<file path="config.mk">
export PLATFORM = sky130hd
export DESIGN_NAME = dpram_arbiter
export DESIGN_NICKNAME = d
export VERILOG_FILES = /design/src/rtl/dpram_arb_pkg.sv /design/src/rtl/dpram_arbiter_rr_pick.sv /design/src/rtl/dpram_arbiter.sv
export SDC_FILE = /design/constraint.sdc
export NUM_CORES = 1
export LEC_CHECK = 0
export ABC_AREA = 1
export BUFFER_PORTS_ARGS = -buffer_cell sky130_fd_sc_hd__buf_2
export CAP_MARGIN = 25
export CORE_ASPECT_RATIO = 0.5
export CORE_MARGIN = 8
export CORE_UTILIZATION = 50
export DETAILED_ROUTE_END_ITERATION = 12
export GPL_ROUTABILITY_DRIVEN = 0
export PLACE_DENSITY = 0.88
export SYNTH_ARGS = -nofsm -noshare
export SYNTH_HDL_FRONTEND = slang
export SYNTH_SLANG_ARGS = --single-unit
</file>
<file path="constraint.sdc">
create_clock -name clk -period 11.8 [get_ports clk]
set_input_delay 1.77 -clock clk [delete_from_list [all_inputs] [get_ports clk]]
set_output_delay 1.77 -clock clk [all_outputs]
set_load 0.01 [all_outputs]
</file>
<file path="src/rtl/dpram_arb_pkg.sv">
// Shared types and constants for the dual-port RAM arbiter.
package dpram_arb_pkg;
  localparam int unsigned AW       = 2;
  localparam int unsigned DW       = 4;
  localparam int unsigned NREQ_MAX = 8;
  localparam int unsigned IDW      = $clog2(NREQ_MAX);

  typedef logic [IDW-1:0] req_id_t;

  typedef enum logic {
    PORT_A = 1'b0,
    PORT_B = 1'b1
  } port_e;

  typedef struct packed {
    logic    valid;
    req_id_t id;
  } rd_tag_t;
endpackage

</file>
<file path="src/rtl/dpram_arbiter_rr_pick.sv">
// Rotating-priority finder: first set bit of mask scanning from ptr, wrapping at N.
module rr_pick
  import dpram_arb_pkg::*;
#(
  parameter int unsigned N = 4
) (
  input  logic [N-1:0] mask,
  input  req_id_t      ptr,
  output logic         found,
  output req_id_t      index
);
  localparam int unsigned PW = IDW + 1;

  logic [NREQ_MAX-1:0] mask_ext;
  logic [PW-1:0]       pos;

  assign mask_ext = NREQ_MAX'(mask);

  always_comb begin
    found = 1'b0;
    index = '0;
    pos   = '0;
    for (int unsigned i = 0; i < N; i++) begin
      pos = {1'b0, ptr} + PW'(i);
      if (pos >= PW'(N)) pos = pos - PW'(N);
      if (!found && mask_ext[pos[IDW-1:0]]) begin
        found = 1'b1;
        index = pos[IDW-1:0];
      end
    end
  end
endmodule

</file>
<file path="src/rtl/dpram_arbiter.sv">
// Round-robin arbiter granting up to two non-conflicting requests per cycle onto
// the two ports of a shared dual-port RAM, with fixed-latency read returns.
module dpram_arbiter #(
  parameter int unsigned NREQ = 4,
  parameter int unsigned AW   = dpram_arb_pkg::AW,
  parameter int unsigned DW   = dpram_arb_pkg::DW
) (
  input  logic             clk,
  input  logic             rst_n,
  input  logic [NREQ-1:0]    req_valid,
  input  logic [NREQ-1:0]    req_we,
  input  logic [NREQ*AW-1:0] req_addr,
  input  logic [NREQ*DW-1:0] req_wdata,
  output logic [NREQ-1:0]    req_ready,
  output logic [NREQ-1:0]    rsp_valid,
  output logic [NREQ*DW-1:0] rsp_rdata,
  output logic             wea,
  output logic             web,
  output logic [AW-1:0]    addra,
  output logic [AW-1:0]    addrb,
  output logic [DW-1:0]    dina,
  output logic [DW-1:0]    dinb,
  input  logic [DW-1:0]    douta,
  input  logic [DW-1:0]    doutb
);
  import dpram_arb_pkg::*;

  localparam int unsigned PW = IDW + 1;

  req_id_t         ptr;
  req_id_t         win_a, win_b;
  logic            found_a, found_b;
  logic [NREQ-1:0] valid_m, mask_b;

  logic            sel_we_a, sel_we_b;
  logic [AW-1:0]   sel_addr_a, sel_addr_b;
  logic [DW-1:0]   sel_din_a, sel_din_b;

  rd_tag_t         pipe [2][2];
  rd_tag_t         tag_a, tag_b;

  assign valid_m = req_valid & {NREQ{rst_n}};

  rr_pick #(.N(NREQ)) u_pick_a (
    .mask  (valid_m),
    .ptr   (ptr),
    .found (found_a),
    .index (win_a)
  );

  // Winner B scans the same order; winner A and anything conflicting with it are removed.
  rr_pick #(.N(NREQ)) u_pick_b (
    .mask  (mask_b),
    .ptr   (ptr),
    .found (found_b),
    .index (win_b)
  );

  always_comb begin
    sel_we_a   = 1'b0;
    sel_addr_a = '0;
    sel_din_a  = '0;
    sel_we_b   = 1'b0;
    sel_addr_b = '0;
    sel_din_b  = '0;
    for (int unsigned i = 0; i < NREQ; i++) begin
      if (win_a == req_id_t'(i)) begin
        sel_we_a   = req_we[i];
        sel_addr_a = req_addr[i*AW +: AW];
        sel_din_a  = req_wdata[i*DW +: DW];
      end
      if (win_b == req_id_t'(i)) begin
        sel_we_b   = req_we[i];
        sel_addr_b = req_addr[i*AW +: AW];
        sel_din_b  = req_wdata[i*DW +: DW];
      end
    end
  end

  assign tag_a = pipe[PORT_A][1];
  assign tag_b = pipe[PORT_B][1];

  for (genvar g = 0; g < NREQ; g++) begin : g_req
    assign mask_b[g] = valid_m[g] & found_a & (win_a != req_id_t'(g)) &
                       ~((req_addr[g*AW +: AW] == sel_addr_a) & (req_we[g] | sel_we_a));

    assign req_ready[g] = (found_a & (win_a == req_id_t'(g))) |
                          (found_b & (win_b == req_id_t'(g)));

    assign rsp_valid[g] = (tag_a.valid & (tag_a.id == req_id_t'(g))) |
                          (tag_b.valid & (tag_b.id == req_id_t'(g)));

    assign rsp_rdata[g*DW +: DW] = (tag_a.valid & (tag_a.id == req_id_t'(g))) ? douta :
                                   (tag_b.valid & (tag_b.id == req_id_t'(g))) ? doutb : '0;
  end

  function automatic req_id_t wrap_inc(input req_id_t id);
    logic [PW-1:0] s;
    s = {1'b0, id} + PW'(1);
    if (s >= PW'(NREQ)) s = '0;
    return s[IDW-1:0];
  endfunction

  always_ff @(posedge clk) begin
    if (!rst_n) begin
      ptr   <= '0;
      wea   <= 1'b0;
      web   <= 1'b0;
      addra <= '0;
      addrb <= '0;
      dina  <= '0;
      dinb  <= '0;
      pipe[PORT_A][0] <= '0;
      pipe[PORT_A][1] <= '0;
      pipe[PORT_B][0] <= '0;
      pipe[PORT_B][1] <= '0;
    end else begin
      if (found_b)      ptr <= wrap_inc(win_b);
      else if (found_a) ptr <= wrap_inc(win_a);

      wea <= found_a & sel_we_a;
      if (found_a) begin
        addra <= sel_addr_a;
        dina  <= sel_din_a;
      end
      web <= found_b & sel_we_b;
      if (found_b) begin
        addrb <= sel_addr_b;
        dinb  <= sel_din_b;
      end

      pipe[PORT_A][0] <= '{valid: found_a & ~sel_we_a, id: win_a};
      pipe[PORT_A][1] <= pipe[PORT_A][0];
      pipe[PORT_B][0] <= '{valid: found_b & ~sel_we_b, id: win_b};
      pipe[PORT_B][1] <= pipe[PORT_B][0];
    end
  end
endmodule
</file>
==> results of run 1 <==
-- cells by family (layout without fill, tap and decap cells) --
kind of cell	count (synthesis)	after routing	share of synthesized area
compound gates	71	71	0.129
buf+inv	86	157	0.134
fa+ha+maj	11	11	0.0491
other cells	2	4	0.00268
simple gates	258	258	0.450
flops	33	33	0.236
-- registers in the layout, summed over array words and instances, names as in the netlist --
signal	flops
wea	1
addra	2
pipe	16
dinb	4
addrb	2
dina	4
web	1
ptr	3
-- per-stage QoR --
step	hold WS [ps]	instances	worst slack (ps)	utilization	area, sq um
global route	427	607	2550	0.607	3300
global placement	395	599	3380	0.585	3190
detailed placement	395	599	3210	0.585	3190
floorplan	390	463	4480	-	2810
CTS	411	607	3160	0.607	3300
finish	411	607	3010	0.607	3300
-- worst reg2reg max path: cells and delay by family, from the launching register on --
family	cells	cell delay (ps)
AND/OR/NAND/NOR	23	2780
adder cells (fa/ha/maj)	4	1510
buffers and inverters	4	800
flip-flops	1	730
AO/OA/AOI/OAI	2	690
-- routing by layer --
metal / vias to the layer above / GRT usage / wire (um)
met3: 18 / 0.0463 / 892
met2: 179 / 0.322 / 3640
met4: 0 / 0.0472 / 127
met5: - / 0 / 0
met1: 1400 / 0.246 / 3580
li1: 1622 / - / -
-- worst paths after layout --
kind	from	endpoint	slack (ps)	depth (start not counted)
setup / recovery	rst_n	req_ready[3]	3010	31
hold / removal	pipe[1][6]$_SDFF_PN0_	pipe[1][2]$_SDFF_PN0_	410	2
setup reg to reg	ptr[0]$_SDFFE_PN0P_	web$_SDFF_PN0_	5210	33
hold reg to reg	pipe[1][6]$_SDFF_PN0_	pipe[1][2]$_SDFF_PN0_	410	2
-- placed cells by master (no fill, tap or decap), types with 2 or more instances in the layout --
cell and instances:
clkbuf_8 6, nand3b_1 5, conb_1 4, inv_2 5, o21ai_0 40, a21oi_1 26, dfxtp_1 33, nand3_2 16
or2_2 4, inv_1 64, nand3_1 60, nand2_2 6, nand2_1 123, nor4_1 2, nor2_1 28, nand4_1 4
nor3_2 2, ha_1 11, buf_2 79, o22ai_1 2, nor2_2 3
-- cell type report --
| type | instances | area [sq um] | area share |
|---|---|---|---|
| Timing Repair Buffer | 79 | 395 | 0.120 |
| Sequential cell | 33 | 661 | 0.200 |
| Tap cell | 73 | 91.3 | 0.0277 |
| Clock buffer | 7 | 86.3 | 0.0261 |
| Clock inverter | 1 | 30.0 | 0.00909 |
| Multi-Input combinational cell | 344 | 1780 | 0.538 |
| Inverter | 70 | 263 | 0.0796 |
==> results, run 1 <==
- For this design, the slowest cell found on the critical path is nor2_2.
- The largest fanout of any net on the critical path is 24.
- CTS built an H-tree with a depth of 2.
- nand2_1 is the most common cell in the netlist.
- The highest attainable clock frequency is ~0.11 GHz.
- The effective utilization at floorplan is 0.515.
- The number of max-slew violations in the final report is 0.
- The count of flip-flops with a built-in enable after synthesis is 0.
- Summed over all failing endpoints, the final setup total negative slack is 0 ps.
- The number of buffers on the longest clock path is 2.
- On the final layout, the worst clock skew is 2.60 ps.
- The die span in x is 122 um.
- In this run the tool buffered the top-level ports with 79 buffer cells.
- In this run the mean area of a mapped cell was 6.09 sq um.
- The most repeated library cell on the critical path is nand2_1.
- The delay of the slowest cell on the worst path is 490 ps.
- The share of post-route cells with drive strength above 1 is 0.236.
- 0 antenna diodes ended up in the layout.
- After synthesis, the share of flip-flops with an asynchronous set or reset is 0.
- The kind of launch point of the worst setup path is an input pin.
- The type of element capturing the critical path is an output pin.
- The part of the Yosys area used for sequential elements is 0.236.
- After legalization and detailed placement, the total HPWL measured 6280 um.
- In the synthesized netlist, the number of instances is 461.
- The final net count is 586.
- After floorplanning, the core was sized to cover roughly 5400 sq um.
- The number of failing setup endpoints in the final timing report is 0.
- By startpoint and endpoint, the worst setup path is classified as input pin to output pin.
- The dominant register cell in the synthesized netlist is dfxtp_1.
- The total clock sinks is 33.
- Data on the critical path arrives at its endpoint at 7020 ps.
- Ranked by instance count, the synthesized netlist is headed by nand2_1, inv_1, nand3_1.
- The type of the worst min-delay path is flip-flop to flip-flop.
- The count of nets left with antenna violations once routing finished came out at 0.
- STA puts the critical path data required time at approximately 10,000 ps.
- The number of antenna violations at the first check in global routing was 0.
- For this run, the detailed router's first-pass iteration total came to 8.
- The TritonCTS clock tree is yes.
- For the pin with the worst max-slew slack, the measured transition is 746 ps.
- The top cell type's share of synthesized area is 0.236.
- The number of standard-cell rows in the floorplan is 19.
- The cell type group with the largest total delay on the critical path is simple AND/OR/NAND/NOR gates.
- The flip-flop and latch count after synthesis is 33.
- The clock-pin slew on the worst setup and hold paths is 70 ps.
- Entering global routing, the biggest net connects 25 pins.
- In this run, the number of DRC markers left after iteration 0 of detailed routing was between 200 and 300.
- Compared with the post-synthesis result, the final layout area differs by 17.7%.
- The number of placed I/O pins is 80.
- From bottom edge to top edge, the die measures 69.0 um.
- The run finished with clean final reports.
- The cell sitting at the root of the clock tree is a clkbuf_8.
- Summing every instance area after synthesis gives 2810 sq um.
- The number of buffers inserted during clock tree synthesis is 5.
- The hold violation count in the final report was 0.
- The via count normalized by instance count is 5.30.
- The full die area is 8410 sq um.
- Yosys printed 0 warnings.
- At the later pin of the worst-skew pair, clock insertion delay measures 280 ps.
- In the post-synthesis netlist, the biggest area contributors are dfxtp_1, nand2_1, nand3_1.
- After filler insertion, the fill cell instance count of the layout stands at 502.
- The post-cts gate resize count is 0.
- The average wire length per cell after detail routing is 13.6 um.
- After clock tree synthesis, the flow added hold-fix buffers numbering 0.
- The remaining global-route overflow is 0.
- Counting both buffers and inverters, the worst setup path holds a total of 5.
- The number of max-cap violations is 0.
- The total via count in the routed design is 3,219.
- The via count of the first global-routing pass is 2,912.
- The routed design has roughly 8200 um of wire.
- In the finished design, the share of the clock period the worst path needs comes to 0.745.
- The netlist uses 32 different library cells.
- The worst slew margin relative to its limit is 0.498.
- The first global-routing pass estimated 13,200 um of wire.
- The DRC violations left is 0.
- For this run, the total global-route usage over all layers was measured as 0.191.
- Setup repair after global routing left no endpoint under its margin.
- The clock period minus final worst setup slack is 8790 ps.
- The total setup buffers inserted after CTS is 0.
- dfxtp_1 takes more of the synthesized area than any other cell.
Power of run 1 is not shown: default switching activity piles up to over one toggle a cycle in this logic, so the estimate is an artifact.
==> run 2: changes to the inputs <==
- ABC_AREA: 1 -> 0
- CORE_UTILIZATION: 50 -> 48
- clock period: 11.8 -> 7.9 ns (I/O delays scaled with it)
==> results, run 2 <==
- Based on the critical path, the design can be clocked at up to ~0.14 GHz.
- The first-pass GRT wire length came to 15,700 um (+19%).
- The dominant register cell in the synthesized netlist is dfxtp_1.
- The final antenna-violating net count is 0 (unchanged).
- The sum of met3 wire segment lengths after detailed routing is 1160 um (+30%).
- The full die area was 8990 sq um (+7.0%).
- Among all stages on the critical path, the largest delay is contributed by mux4_2.
- The cell count after synthesis was 369 (-20%).
- The overall power is 1660 uW.
- The cell leakage power is 0.00161 uW.
- The area of the core is 5980 sq um (+9.9%).
- Setup repair after global routing left no endpoint under its margin.
- The number of buffers on the longest clock path is 2 (unchanged).
- The number of flip-flops in the largest register is 16 (unchanged).
- The maximum number of pins on one net before global-route repair was 24 (-4.0%).
- The final net count came to 499 (-15%).
- The DRC violations left is 0 (unchanged).
- The area occupied by registers was 662 sq um (+0.19%).
- The global-route total usage across every layer is 0.208 (+0.0165).
- The total setup buffers inserted after CTS is 0 (unchanged).
- The top cell type's share of synthesized area is 0.226 (-0.00948).
- The die outline height was 71.2 um (+3.2%).
- The cell that appears most often on the critical path is inv_1.
- The routed length on met2 is 4300 um (+18%).
- The post-cts gate resize count came to 0 (unchanged).
- The number of distinct library cell variants in the gate-level netlist after synthesis is 67 (+110%).
- The total detailed-routing wirelength is 9710 um (+18%).
- The largest fanout of any net on the critical path is 13 (-46%).
- The clock skew after layout is 7.30 ps (+4.70 ps).
- The final antenna diode count is 0 (unchanged).
- The top cell types in the final layout, fill and taps aside, are buf_2, dfxtp_1, nand2_1, nor2_1, a21oi_1.
- The area growth from synthesis to layout is 23.1%.
- The sum of buffers and inverters on the critical path came to 5 (unchanged).
- The insertion delay of the later-clocked pin in the worst-skew pair was 280 ps (about the same).
- The total of hold buffers inserted after clock tree synthesis is 0 (unchanged).
- The via count normalized by instance count is 6.45 (+22%).
- The critical path arrival is 6210 ps (-810 ps).
- The detailed-routing wirelength on met1 is 3910 um (+9.1%).
- The number of standard-cell rows in the floorplan is 20 (+1).
- Counting I/O delays and the setup requirement, the final critical path takes 7390 ps.
- Leaving out fill and tap cells, the most frequent cell in the layout is buf_2.
- The netlist area before placement is 2920 sq um (+4.2%).
- The average cell area after synthesis came to 7.92 sq um (+30%).
- The number of max-slew violations in the final report is 0 (unchanged).
- The top routing layer in use is met4.
- Power spread over the standard cell area amounts to roughly 460 nW/um^2.
- The number of warning messages in the yosys log is 0 (unchanged).
- The number of placed I/O pins came to 80 (unchanged).
- The fraction of registers with async set or reset after synthesis is 0 (unchanged).
- The largest registers in the layout are pipe x16, dina x4, dinb x4.
- VDD sags by at most between 0.00015 and 0.0002 V.
- The most frequent cell after synthesis is dfxtp_1.
- The transition at the pin with the smallest max-transition slack is 690 ps (-55.5 ps).
- The register with the most flip-flops is pipe.
- The number of max-cap violations came to 0 (unchanged).
- The kind of launch point of the worst setup path is a flip-flop.
- The average wire length per cell after detail routing was 18.5 um (+36%).
- The largest total area in the synthesized netlist belongs to dfxtp_1.
- The critical path is of the flip-flop to output pin type.
- The delay of the slowest cell on the worst path is 550 ps (+60 ps).
- The part of the Yosys area used for sequential elements is 0.226 (-0.00948).
- The number of buffer cells added on primary ports came to 79 (unchanged).
- The half-perimeter wire length after placement came to 6860 um (+9.2%).
- The via count of the first global-routing pass is 3,236 (+11%).
- The total iterations of the first detailed-routing run is 6 (-2).
- The worst hold path belongs to the class flip-flop to flip-flop.
- The count of flip-flops with a built-in enable after synthesis was 0 (unchanged).
- The final-layout setup total negative slack is 0 ps (unchanged).
- The post-route clock period utilization is 0.936.
- The die span in x is 126 um (+3.6%).
- The hold violation count in the final report is 0 (unchanged).
- STA classifies the critical path endpoint as an output pin.
- The remaining global-route overflow was 0 (unchanged).
- The total clock sinks came to 33 (unchanged).
- Yosys attributes the largest share of cell area to dfxtp_1, a22o_1, ha_1.
- The number of buffers inserted during clock tree synthesis is 5 (unchanged).
- The total via count in the routed design is 3,381 (+5.0%).
- The flip-flop and latch count after synthesis was 33 (unchanged).
- The share of post-route cells with drive strength above 1 was 0.289 (+0.0526).
- The number of failing setup endpoints in the final timing report is 0 (unchanged).
- The effective utilization at floorplan came to 0.489 (-0.0266).
- The clock-pin slew on the worst setup and hold paths was 50 ps (-20 ps).
- In this design, the largest share of critical-path delay is due to compound AO/OA/AOI/OAI gates.
- The number of fillers in the final layout is 492 (-2.0%).
- The number of antenna violations at the first check in global routing is 0 (unchanged).
- The TritonCTS clock tree is yes.
- The root buffer cell chosen for the clock tree is clkbuf_16.
- Walking the worst path, the cells encountered are inv_1 > ha_2 > mux4_2 > nand2_1 > nor2_1 > o32ai_1 > and2_1 > inv_1 > ha_1 > nand3b_1 > a211oi_1 > nor3_1 > nor3_2 > a32oi_1 > mux2_1 > a22oi_1 > o2bb2ai_4 > inv_2 > ha_1 > inv_1 > o22ai_1 > buf_2.
- The run finished with clean final reports.
- The required time at the endpoint of the critical path is 6710 ps (-3320 ps).
- The iteration-0 DRC count of the detailed router was 370 (+32%).
- By count the netlist is led by dfxtp_1, nand2_1, nor2_1.
- The total number of H-tree levels was 2 (unchanged).
- The multi-input logic area is 2150 sq um (+21%).
- The worst slew margin relative to its limit is 0.539 (+0.0406).
-- run 2: changes by cell type in the layout (fill, tap and decap cells not counted), moves of 7 or more --
cell | before | now
inv_1 | 64 | 10
nor2b_1 | 0 | 8
nand3_2 | 16 | 0
a22o_1 | 0 | 20
nand2b_1 | 0 | 11
and2_1 | 0 | 13
nand3_1 | 60 | 8
buf_4 | 0 | 9
nand2_1 | 123 | 31
and3_1 | 0 | 9
o211ai_1 | 0 | 7
o21ai_0 | 40 | 19
-- run 2: metal layers --
layer	track usage	up-vias
met5	0	-
met4	0.112	0
met3	0.0660	51
met2	0.329	237
met1	0.248	1548
li1	-	1545
-- run 2: kinds of logic after synthesis --
logic type,count (synthesis),synth area share
compound gates,130,0.338
xor+xnor,1,0.00300
fa+ha+maj,11,0.0471
buf+inv,34,0.0531
flops,33,0.226
mux,15,0.0681
other cells,2,0.00257
simple gates,143,0.262
-- run 2: cell type report --
| cell class | count | area share |
|---|---|---|
| clock buffers | 7 | 0.0396 |
| clock inverters | 1 | 0.00834 |
| flip-flops and latches | 33 | 0.184 |
| well taps | 77 | 0.0268 |
| multi-input cells | 304 | 0.598 |
| inverters | 14 | 0.0146 |
| repair buffers | 88 | 0.129 |
-- run 2: final timing paths --
check,start,to,slack [ps],cells past startpoint
setup / recovery,ptr[1]$_SDFFE_PN0P_,req_ready[2],510,22
hold / removal,pipe[1][7]$_SDFF_PN0_,pipe[1][3]$_SDFF_PN0_,430,1
setup reg to reg,ptr[1]$_SDFFE_PN0P_,pipe[1][7]$_SDFF_PN0_,890,25
hold reg to reg,pipe[1][7]$_SDFF_PN0_,pipe[1][3]$_SDFF_PN0_,430,1
-- run 2: worst register-to-register path: stages (launching register included) --
cell	delay [ps]
dfxtp_2	450
inv_1	130
ha_2	490
mux4_2	550
nand2_1	170
nor2_1	60
o32ai_1	290
and2_1	260
inv_1	90
ha_1	300
nand3b_1	320
a211oi_1	350
nor3_1	110
nor3_2	360
a32oi_1	280
a32o_1	320
o31ai_2	370
o2bb2ai_4	290
inv_2	70
ha_1	310
inv_1	120
buf_4	180
or3_1	120
o21ai_0	100
or3b_2	520
o311a_1	300
-- run 2: per-stage QoR --
stage          setup slack, ps  hold slack, ps  utilization  cell area (sq um)  std cells
2_1_floorplan             1390             412            -               2930        371
3_3_place_gp               735             414        0.565               3380        515
3_5_place_dp               491             418        0.565               3380        515
4_1_cts                    132             430        0.594               3550        523
5_1_grt                   39.3             440        0.602               3600        524
6_report                   505             428        0.602               3600        524
-- run 2: power breakdown --
group	leakage, uW	switching, uW	internal [uW]
sequential	0.000274	25.1	226
clock	0.0000841	71.5	157
combinational	0.00126	695	486
Power figures use the tool's default switching activity.
